`src/rtl/mem_ctrl_pkg.sv`:
```
// Shared encodings and byte-lane helpers for the unified RAM port controller.
package mem_ctrl_pkg;

  localparam logic [1:0] SIZE_BYTE = 2'd0;
  localparam logic [1:0] SIZE_HALF = 2'd1;
  localparam logic [1:0] SIZE_WORD = 2'd2;

  localparam logic [2:0] IF_BYTES = 3'd4;

  typedef enum logic [1:0] {
    ST_IDLE  = 2'd0,
    ST_READ  = 2'd1,
    ST_WRITE = 2'd2,
    ST_DONE  = 2'd3
  } state_e;

  typedef enum logic {
    OWN_IF  = 1'b0,
    OWN_MEM = 1'b1
  } owner_e;

  // Encodings 2 and 3 are both full-word accesses.
  function automatic logic [2:0] size_bytes(input logic [1:0] size);
    logic [2:0] n;
    case (size)
      SIZE_BYTE: n = 3'd1;
      SIZE_HALF: n = 3'd2;
      SIZE_WORD: n = 3'd4;
      default:   n = 3'd4;
    endcase
    return n;
  endfunction

  function automatic logic [7:0] get_byte(input logic [31:0] word, input logic [1:0] idx);
    return word[{idx, 3'b000} +: 8];
  endfunction

  function automatic logic [31:0] put_byte(input logic [31:0] word, input logic [1:0] idx,
                                           input logic [7:0] b);
    logic [31:0] w;
    w = word;
    w[{idx, 3'b000} +: 8] = b;
    return w;
  endfunction

endpackage

```
`src/rtl/mem_ctrl_if.sv`:
```
// Request/response bundle between the fetch unit, the MEM stage, the RAM and mem_ctrl.
interface mem_ctrl_if #(
  parameter int ADDR_WIDTH = 32
);

  logic                  if_req;
  logic [ADDR_WIDTH-1:0] if_addr;
  logic                  if_flush;
  logic                  if_done;
  logic [31:0]           if_inst;

  logic                  mem_req;
  logic                  mem_we;
  logic [1:0]            mem_size;
  logic [ADDR_WIDTH-1:0] mem_addr;
  logic [31:0]           mem_wdata;
  logic                  mem_done;
  logic [31:0]           mem_rdata;

  logic [ADDR_WIDTH-1:0] ram_a;
  logic                  ram_wr;
  logic [7:0]            ram_dout;
  logic [7:0]            ram_din;

  modport slave (
    input  if_req, if_addr, if_flush,
    input  mem_req, mem_we, mem_size, mem_addr, mem_wdata,
    input  ram_din,
    output if_done, if_inst,
    output mem_done, mem_rdata,
    output ram_a, ram_wr, ram_dout
  );

  modport master (
    output if_req, if_addr, if_flush,
    output mem_req, mem_we, mem_size, mem_addr, mem_wdata,
    output ram_din,
    input  if_done, if_inst,
    input  mem_done, mem_rdata,
    input  ram_a, ram_wr, ram_dout
  );

endinterface

```
`src/rtl/mem_ctrl.sv`:
```
// Byte-serial arbiter for the unified RAM port: the MEM stage beats instruction fetch, and each
// access is split into byte cycles and returned little-endian with a one-cycle done pulse.
module mem_ctrl
  import mem_ctrl_pkg::*;
#(
  parameter int ADDR_WIDTH = 32
) (
  input  logic      clk,
  input  logic      rst,
  mem_ctrl_if.slave bus
);

  state_e                state_r;
  owner_e                owner_r;
  logic [ADDR_WIDTH-1:0] addr_r;
  logic [31:0]           wdata_r;
  logic [2:0]            nbytes_r;
  logic [2:0]            cnt_r;
  logic [31:0]           data_r;
  logic [ADDR_WIDTH-1:0] ram_a_r;
  logic                  ram_wr_r;
  logic [7:0]            ram_dout_r;
  logic                  if_done_r;
  logic                  mem_done_r;
  logic [31:0]           if_inst_r;
  logic [31:0]           mem_rdata_r;

  logic [2:0]            cnt_nxt_s;
  logic                  more_s;
  logic [1:0]            cap_idx_s;
  logic [31:0]           data_cap_s;
  logic [ADDR_WIDTH-1:0] next_a_s;
  logic                  if_abort_s;

  // Next-byte bookkeeping shared by the read and write sequencers
  always_comb begin
    cnt_nxt_s  = cnt_r + 3'd1;
    more_s     = (cnt_nxt_s < nbytes_r);
    // ram_din lags ram_a by one cycle, so the byte arriving now belongs to lane cnt_r-1.
    cap_idx_s  = cnt_r[1:0] - 2'd1;
    data_cap_s = put_byte(data_r, cap_idx_s, bus.ram_din);
    next_a_s   = addr_r + ADDR_WIDTH'(cnt_nxt_s);
    if_abort_s = (owner_r == OWN_IF) && bus.if_flush;
  end

  // Arbitration, byte sequencing and registered RAM/requester outputs
  always_ff @(posedge clk or negedge rst) begin
    if (!rst) begin
      state_r     <= ST_IDLE;
      owner_r     <= OWN_IF;
      addr_r      <= {ADDR_WIDTH{1'b0}};
      wdata_r     <= 32'h0000_0000;
      nbytes_r    <= 3'd0;
      cnt_r       <= 3'd0;
      data_r      <= 32'h0000_0000;
      ram_a_r     <= {ADDR_WIDTH{1'b0}};
      ram_wr_r    <= 1'b0;
      ram_dout_r  <= 8'h00;
      if_done_r   <= 1'b0;
      mem_done_r  <= 1'b0;
      if_inst_r   <= 32'h0000_0000;
      mem_rdata_r <= 32'h0000_0000;
    end else begin
      case (state_r)
        ST_IDLE: begin
          cnt_r  <= 3'd0;
          data_r <= 32'h0000_0000;
          if (bus.mem_req) begin
            owner_r  <= OWN_MEM;
            addr_r   <= bus.mem_addr;
            wdata_r  <= bus.mem_wdata;
            nbytes_r <= size_bytes(bus.mem_size);
            ram_a_r  <= bus.mem_addr;
            if (bus.mem_we) begin
              ram_wr_r   <= 1'b1;
              ram_dout_r <= bus.mem_wdata[7:0];
              state_r    <= ST_WRITE;
            end else begin
              state_r    <= ST_READ;
            end
          end else if (bus.if_req && !bus.if_flush) begin
            owner_r  <= OWN_IF;
            addr_r   <= bus.if_addr;
            wdata_r  <= 32'h0000_0000;
            nbytes_r <= IF_BYTES;
            ram_a_r  <= bus.if_addr;
            state_r  <= ST_READ;
          end else begin
            state_r  <= ST_IDLE;
          end
        end

        ST_READ: begin
          if (if_abort_s) begin
            ram_a_r <= {ADDR_WIDTH{1'b0}};
            cnt_r   <= 3'd0;
            state_r <= ST_IDLE;
          end else begin
            if (cnt_r != 3'd0) begin
              data_r <= data_cap_s;
            end
            ram_a_r <= more_s ? next_a_s : {ADDR_WIDTH{1'b0}};
            if (cnt_r == nbytes_r) begin
              cnt_r   <= 3'd0;
              state_r <= ST_DONE;
              if (owner_r == OWN_MEM) begin
                mem_done_r  <= 1'b1;
                mem_rdata_r <= data_cap_s;
              end else begin
                if_done_r   <= 1'b1;
                if_inst_r   <= data_cap_s;
              end
            end else begin
              cnt_r <= cnt_nxt_s;
            end
          end
        end

        ST_WRITE: begin
          if (more_s) begin
            ram_a_r    <= next_a_s;
            ram_dout_r <= get_byte(wdata_r, cnt_nxt_s[1:0]);
            cnt_r      <= cnt_nxt_s;
          end else begin
            ram_a_r    <= {ADDR_WIDTH{1'b0}};
            ram_wr_r   <= 1'b0;
            ram_dout_r <= 8'h00;
            cnt_r      <= 3'd0;
            mem_done_r <= 1'b1;
            state_r    <= ST_DONE;
          end
        end

        ST_DONE: begin
          if_done_r  <= 1'b0;
          mem_done_r <= 1'b0;
          state_r    <= ST_IDLE;
        end

        default: begin
          ram_a_r    <= {ADDR_WIDTH{1'b0}};
          ram_wr_r   <= 1'b0;
          if_done_r  <= 1'b0;
          mem_done_r <= 1'b0;
          state_r    <= ST_IDLE;
        end
      endcase
    end
  end

  // A redirect arriving during the IF done cycle must still kill the stale instruction.
  assign bus.if_done   = if_done_r & ~bus.if_flush;
  assign bus.if_inst   = if_inst_r;
  assign bus.mem_done  = mem_done_r;
  assign bus.mem_rdata = mem_rdata_r;
  assign bus.ram_a     = ram_a_r;
  assign bus.ram_wr    = ram_wr_r;
  assign bus.ram_dout  = ram_dout_r;

endmodule

```
`src/flat_wrapper.sv`:
```
// flat-port wrapper written by rule: the top's interface ports become plain ports
module mem_ctrl_flat import mem_ctrl_pkg::*;
#(
  parameter int ADDR_WIDTH = 32
)
  (clk, rst, bus_if_req, bus_if_addr, bus_if_flush, bus_mem_req, bus_mem_we, bus_mem_size, bus_mem_addr, bus_mem_wdata, bus_ram_din, bus_if_done, bus_if_inst, bus_mem_done, bus_mem_rdata, bus_ram_a, bus_ram_wr, bus_ram_dout);
  mem_ctrl_if #(.ADDR_WIDTH(ADDR_WIDTH)) bus_i ();
  input  logic clk;
  input  logic rst;
  input wire logic [$bits(bus_i.if_req)-1:0] bus_if_req;
  input wire logic [$bits(bus_i.if_addr)-1:0] bus_if_addr;
  input wire logic [$bits(bus_i.if_flush)-1:0] bus_if_flush;
  input wire logic [$bits(bus_i.mem_req)-1:0] bus_mem_req;
  input wire logic [$bits(bus_i.mem_we)-1:0] bus_mem_we;
  input wire logic [$bits(bus_i.mem_size)-1:0] bus_mem_size;
  input wire logic [$bits(bus_i.mem_addr)-1:0] bus_mem_addr;
  input wire logic [$bits(bus_i.mem_wdata)-1:0] bus_mem_wdata;
  input wire logic [$bits(bus_i.ram_din)-1:0] bus_ram_din;
  output wire logic [$bits(bus_i.if_done)-1:0] bus_if_done;
  output wire logic [$bits(bus_i.if_inst)-1:0] bus_if_inst;
  output wire logic [$bits(bus_i.mem_done)-1:0] bus_mem_done;
  output wire logic [$bits(bus_i.mem_rdata)-1:0] bus_mem_rdata;
  output wire logic [$bits(bus_i.ram_a)-1:0] bus_ram_a;
  output wire logic [$bits(bus_i.ram_wr)-1:0] bus_ram_wr;
  output wire logic [$bits(bus_i.ram_dout)-1:0] bus_ram_dout;
  assign bus_i.if_req = bus_if_req;
  assign bus_i.if_addr = bus_if_addr;
  assign bus_i.if_flush = bus_if_flush;
  assign bus_i.mem_req = bus_mem_req;
  assign bus_i.mem_we = bus_mem_we;
  assign bus_i.mem_size = bus_mem_size;
  assign bus_i.mem_addr = bus_mem_addr;
  assign bus_i.mem_wdata = bus_mem_wdata;
  assign bus_i.ram_din = bus_ram_din;
  assign bus_if_done = bus_i.if_done;
  assign bus_if_inst = bus_i.if_inst;
  assign bus_mem_done = bus_i.mem_done;
  assign bus_mem_rdata = bus_i.mem_rdata;
  assign bus_ram_a = bus_i.ram_a;
  assign bus_ram_wr = bus_i.ram_wr;
  assign bus_ram_dout = bus_i.ram_dout;
  mem_ctrl #(.ADDR_WIDTH(ADDR_WIDTH)) u_core (.clk(clk), .rst(rst), .bus(bus_i));
endmodule
```
`config.mk`:
```
export PLATFORM = sky130hd
export DESIGN_NAME = mem_ctrl_flat
export DESIGN_NICKNAME = d
export VERILOG_FILES = /design/src/rtl/mem_ctrl_pkg.sv /design/src/rtl/mem_ctrl_if.sv /design/src/rtl/mem_ctrl.sv /design/src/flat_wrapper.sv
export SDC_FILE = /design/constraint.sdc
export NUM_CORES = 1
export LEC_CHECK = 0
export ABC_AREA = 1
export CORE_MARGIN = 4
export CORE_UTILIZATION = 35
export CTS_BUF_LIST = sky130_fd_sc_hd__clkbuf_4
export CTS_CLUSTER_DIAMETER = 30
export DETAILED_ROUTE_END_ITERATION = 8
export PLACE_DENSITY_LB_ADDON = 0.15
export SYNTH_ARGS = -nofsm -noshare
export SYNTH_HDL_FRONTEND = slang
export SYNTH_SLANG_ARGS = --single-unit
```
`constraint.sdc`:
```
create_clock -name clk -period 2.1 [get_ports clk]
set_input_delay 0.21 -clock clk [delete_from_list [all_inputs] [get_ports clk]]
set_output_delay 0.21 -clock clk [all_outputs]
set_load 0.05 [all_outputs]
```
==> flow_metrics.py <==
metrics = {
    "timing": {
        "tightest_slew_ns": 0.5942,
        "fin_crit_sh": 1.030,
        "period_minus_slack_ns": 2.163,
        "hold_viol": 0,
        "fin_skew_ns": 0.04429,
        "clock.fmax_ghz": 0.4623,
        "rsz0062_at_grt": "true",
        "setup_viol": 15,
        "setup_tns_ns": -0.3618,
        "setup_ws_ns": -0.06328,
        "slew_headroom": 0.6054,
        "maxSlewViolCount": 0,
    },
    "power_and_ir_drop": {
        "power.internal_mw": 11.65,
        "p_clk_frac": 0.190,
        "power.switching_mw": 10.40,
        "vdd_drop_max_uv": 718.3,
        "switching_share": 0.4716,
        "combinationalPowerShare": 0.506,
        "leakagePower_nw": 7.336,
        "seqPwrFrac": 0.304,
        "p_per_area_mw_per_mm2": 1455,
        "p_total_mw": 22.05,
    },
    "floorplan": {
        "dieHeight_um": 184.7,
        "die_x_um": 184.7,
        "initial_core_util": 0.3562,
        "ios": 219,
        "coreArea_mm2": 0.03067,
        "rows": 64,
        "die_area_mm2": 0.03410,
    },
    "worst_setup_path": {
        "cp.required_ns": 2.66,
        "crit_type": "flip-flop to flip-flop",
        "cp-end-kind": "flip-flop",
        "crit_chain": "ha_2 -> xnor2_2 -> inv_2 -> ha_4 -> nand2_4 -> a21oi_4 -> nand2_2 -> nor2_4 -> nand2_2 -> nand2_2 -> nand3_2 -> a21oi_2",
        "start_kind": "flip-flop",
        "crit_top_cell": "nand2_2",
        "cpPeakStageDelay_ns": 0.39,
        "cpMaxStageDelayCell": "dfrtp_1",
        "crit_arrival_ns": 2.73,
        "cp_top_family": "simple AND/OR/NAND/NOR gates",
        "critPathBufInv": 1,
        "critPathMaxFanout": 6,
    },
    "routing": {
        "drc": 0,
        "drt-total-wl_um": 32930,
        "wl_per_cell_um": 16.12,
        "vias_per_cell": 4.805,
        "ant_nets": 0,
        "drt_iter0_drc": 549,
        "dr_total_vias": 9816,
        "drtPass1Iterations": 5,
    },
    "synthesis": {
        "synthSimpleGateAreaFrac": 0.2274,
        "syn_nets": 1444,
        "yosys.area.top_type": "dfrtp_1",
        "synth_top_cell_area_share": 0.4856,
        "avgSynthCellArea_um2": 8.307,
        "synth-edff-count": 0,
        "synth-adder-area-share": 0.02016,
        "ys_warn_count": 0,
        "syn_inst": 1315,
        "yosysSeqAreaShare": 0.4856,
        "netlist_area_mm2": 0.01092,
        "ys_async_sr_fraction": 1.000,
        "synth_ff_type": "dfrtp_1",
        "synth_xor_area_frac": 0.001603,
        "synth_seq_cells": 212,
        "ys_types": 38,
        "synth_top_family_by_area": "simple AND/OR/NAND/NOR gates",
        "synth_area_leaders": "dfrtp_1 49%, nand2_1 8.1%, nor2_1 6.3%",
        "synth_compound_area_frac": 0.1570,
        "synth.area.mux_share": 0.02657,
    },
    "clock_tree": {
        "cts_made_buffers": 67,
        "cts_tree": "done",
        "h-tree-depth": 3,
        "path_clk_slew_ns": 0.07,
        "insertion_delay_ns": 0.68,
        "cts_buffer_depth": 3,
        "cts.sinks": 212,
        "clockRootBuffer": "clkbuf_4",
    },
    "global_routing": {
        "grt_pass1_vias": 10017,
        "track_usage": 0.1931,
        "grt_pass1_wl_um": 53070,
        "antenna_found_initial": 1,
        "gr-total-overflow": 0,
        "grt_start_max_net_pins": 67,
    },
    "place": {
        "gp_congestion": 0.8922,
        "port_buffers": 218,
        "dp_hpwl_um": 23360,
    },
    "min_path": {
        "hp-class": "input pin to async pin",
    },
    "status": {
        "violations": "setup timing",
        "status": "finished, violations left",
    },
    "cells_and_area": {
        "nNetsFinal": 1734,
        "drive_above_1_share": 0.2102,
        "fillers": 2985,
        "syn2layout_area_growth_pct": 38.76,
    },
    "job": {
        "maxCapViolCount": 0,
    },
}
## timing repair
item | CTS | global route
endpoints found under the hold margin | 160 | 0
cloned | 3 | 0
hold buffers | 2 | 0
resized for setup | 106 | 62
endpoints found under the setup margin | 115 | 92
pin swaps | 12 | 21
buffers inserted | 8 | 3
## layout make-up
cell class              count  area (um^2)  share of cell area
clock buffers              89        668.1             0.04408
multi-input cells         904         5036              0.3322
inverters                 136        529.3             0.03492
flip-flops and latches    212         5305              0.3500
well taps                 396        495.5             0.03269
repair inverters            1        16.27            0.001073
diodes                      1        2.502           0.0001651
repair buffers            283         2930              0.1933
clock inverters            21        175.2             0.01156
## kinds of logic after synthesis
logic type / Yosys count
compound gates: 285
xor+xnor: 2
fa+ha+maj: 17
buf+inv: 199
flops: 212
mux: 29
simple gates: 571
## cell usage in the layout (no fill, tap or decap), types with 3 or more instances in the layout
cell type,Yosys,routed
a211oi_1,8,8
a21oi_1,68,51
a21oi_2,1,16
buf_12,0,16
buf_16,0,3
buf_4,3,42
buf_6,15,3
bufinv_16,0,3
clkbuf_4,0,89
clkdlybuf4s50_1,0,118
clkinv_1,0,10
clkinv_2,1,5
clkinvlp_4,0,4
dfrtp_1,212,212
dlygate4sd2_1,0,68
dlymetal6s2s_1,0,29
ha_1,16,11
ha_4,0,4
inv_1,127,122
inv_2,8,11
mux2i_1,29,29
nand2_1,236,227
nand2_2,46,52
nand2_4,0,3
nand3_1,74,63
nand3_2,1,10
nand3_4,1,3
nand4_1,7,7
nor2_1,184,180
nor2_2,7,7
nor2_4,5,9
o211ai_1,3,3
o21ai_0,78,72
o21ai_1,20,23
o21ai_2,45,47
o22ai_1,56,56
or2_2,5,5
## cells in the mapped netlist (7+ instances only)
master	count
nand2_1	236
dfrtp_1	212
nor2_1	184
inv_1	127
o21ai_0	78
nand3_1	74
a21oi_1	68
o22ai_1	56
nand2_2	46
o21ai_2	45
clkbuf_1	29
mux2i_1	29
o21ai_1	20
buf_2	16
ha_1	16
buf_6	15
a211oi_1	8
inv_2	8
nand4_1	7
nor2_2	7
## layer usage
metal / vias up / GRT usage / share of wire
met1: 4593 / 0.2597 / 0.45
li1: 4925 / - / -
met5: - / 0 / 0
met4: 0 / 0.05344 / 0.014
met3: 40 / 0.04500 / 0.062
met2: 258 / 0.3148 / 0.47
## state kept, by name, summed over array words and instances (netlist names), 2 cells and up
name and count:
u_core.bus.mem_rdata 32, u_core.wdata_r 32, u_core.state_r 2, u_core.bus.ram_a 32, u_core.cnt_r 3, u_core.bus.ram_dout 8
u_core.nbytes_r 3, u_core.data_r 32, u_core.bus.if_inst 32, u_core.addr_r 32
## through the flow
| step | instances | area (um^2) | hold slack (ns) | utilization | setup slack, ns |
|---|---|---|---|---|---|
| floorplan | 1315 | 10980 | -0.08559 | - | 0.002409 |
| global placement | 1916 | 13850 | 0.2434 | 0.4516 | -0.07133 |
| detailed placement | 1916 | 13850 | 0.2449 | 0.4516 | -0.1364 |
| CTS | 2039 | 14930 | 0.05260 | 0.4867 | -0.05000 |
| global route | 2043 | 15160 | 0.08408 | 0.4942 | -0.1514 |
| finish | 2043 | 15160 | 0.08543 | 0.4942 | -0.06328 |
## final timing paths
check                                    from                endpoint  slack (ns)  cells after the start
max                           u_core.cnt_r[1]    u_core.bus.ram_a[30]       -0.06                     12
min                                       rst  u_core.bus.if_inst[27]        0.09                      2
max reg2reg                   u_core.cnt_r[1]    u_core.bus.ram_a[30]       -0.06                     12
min reg2reg                u_core.wdata_r[15]      u_core.wdata_r[15]        0.47                      2
max in group asynchronous                 rst   u_core.bus.if_inst[8]        1.23                      3
min in group clk            bus_mem_wdata[14]      u_core.wdata_r[14]        0.12                      3
## power by group through the flow
stage          Clock [mW]  Sequential (mW)  Combinational (mW)
2_1_floorplan           0             9.23                4.57
3_3_place_gp            0             6.79                11.0
3_5_place_dp            0             6.77                11.0
4_1_cts              4.32             6.72                11.1
5_1_grt              4.57             6.90                12.2
6_report             4.18             6.71                11.2
Note: power is estimated with default switching activity, not from simulation.
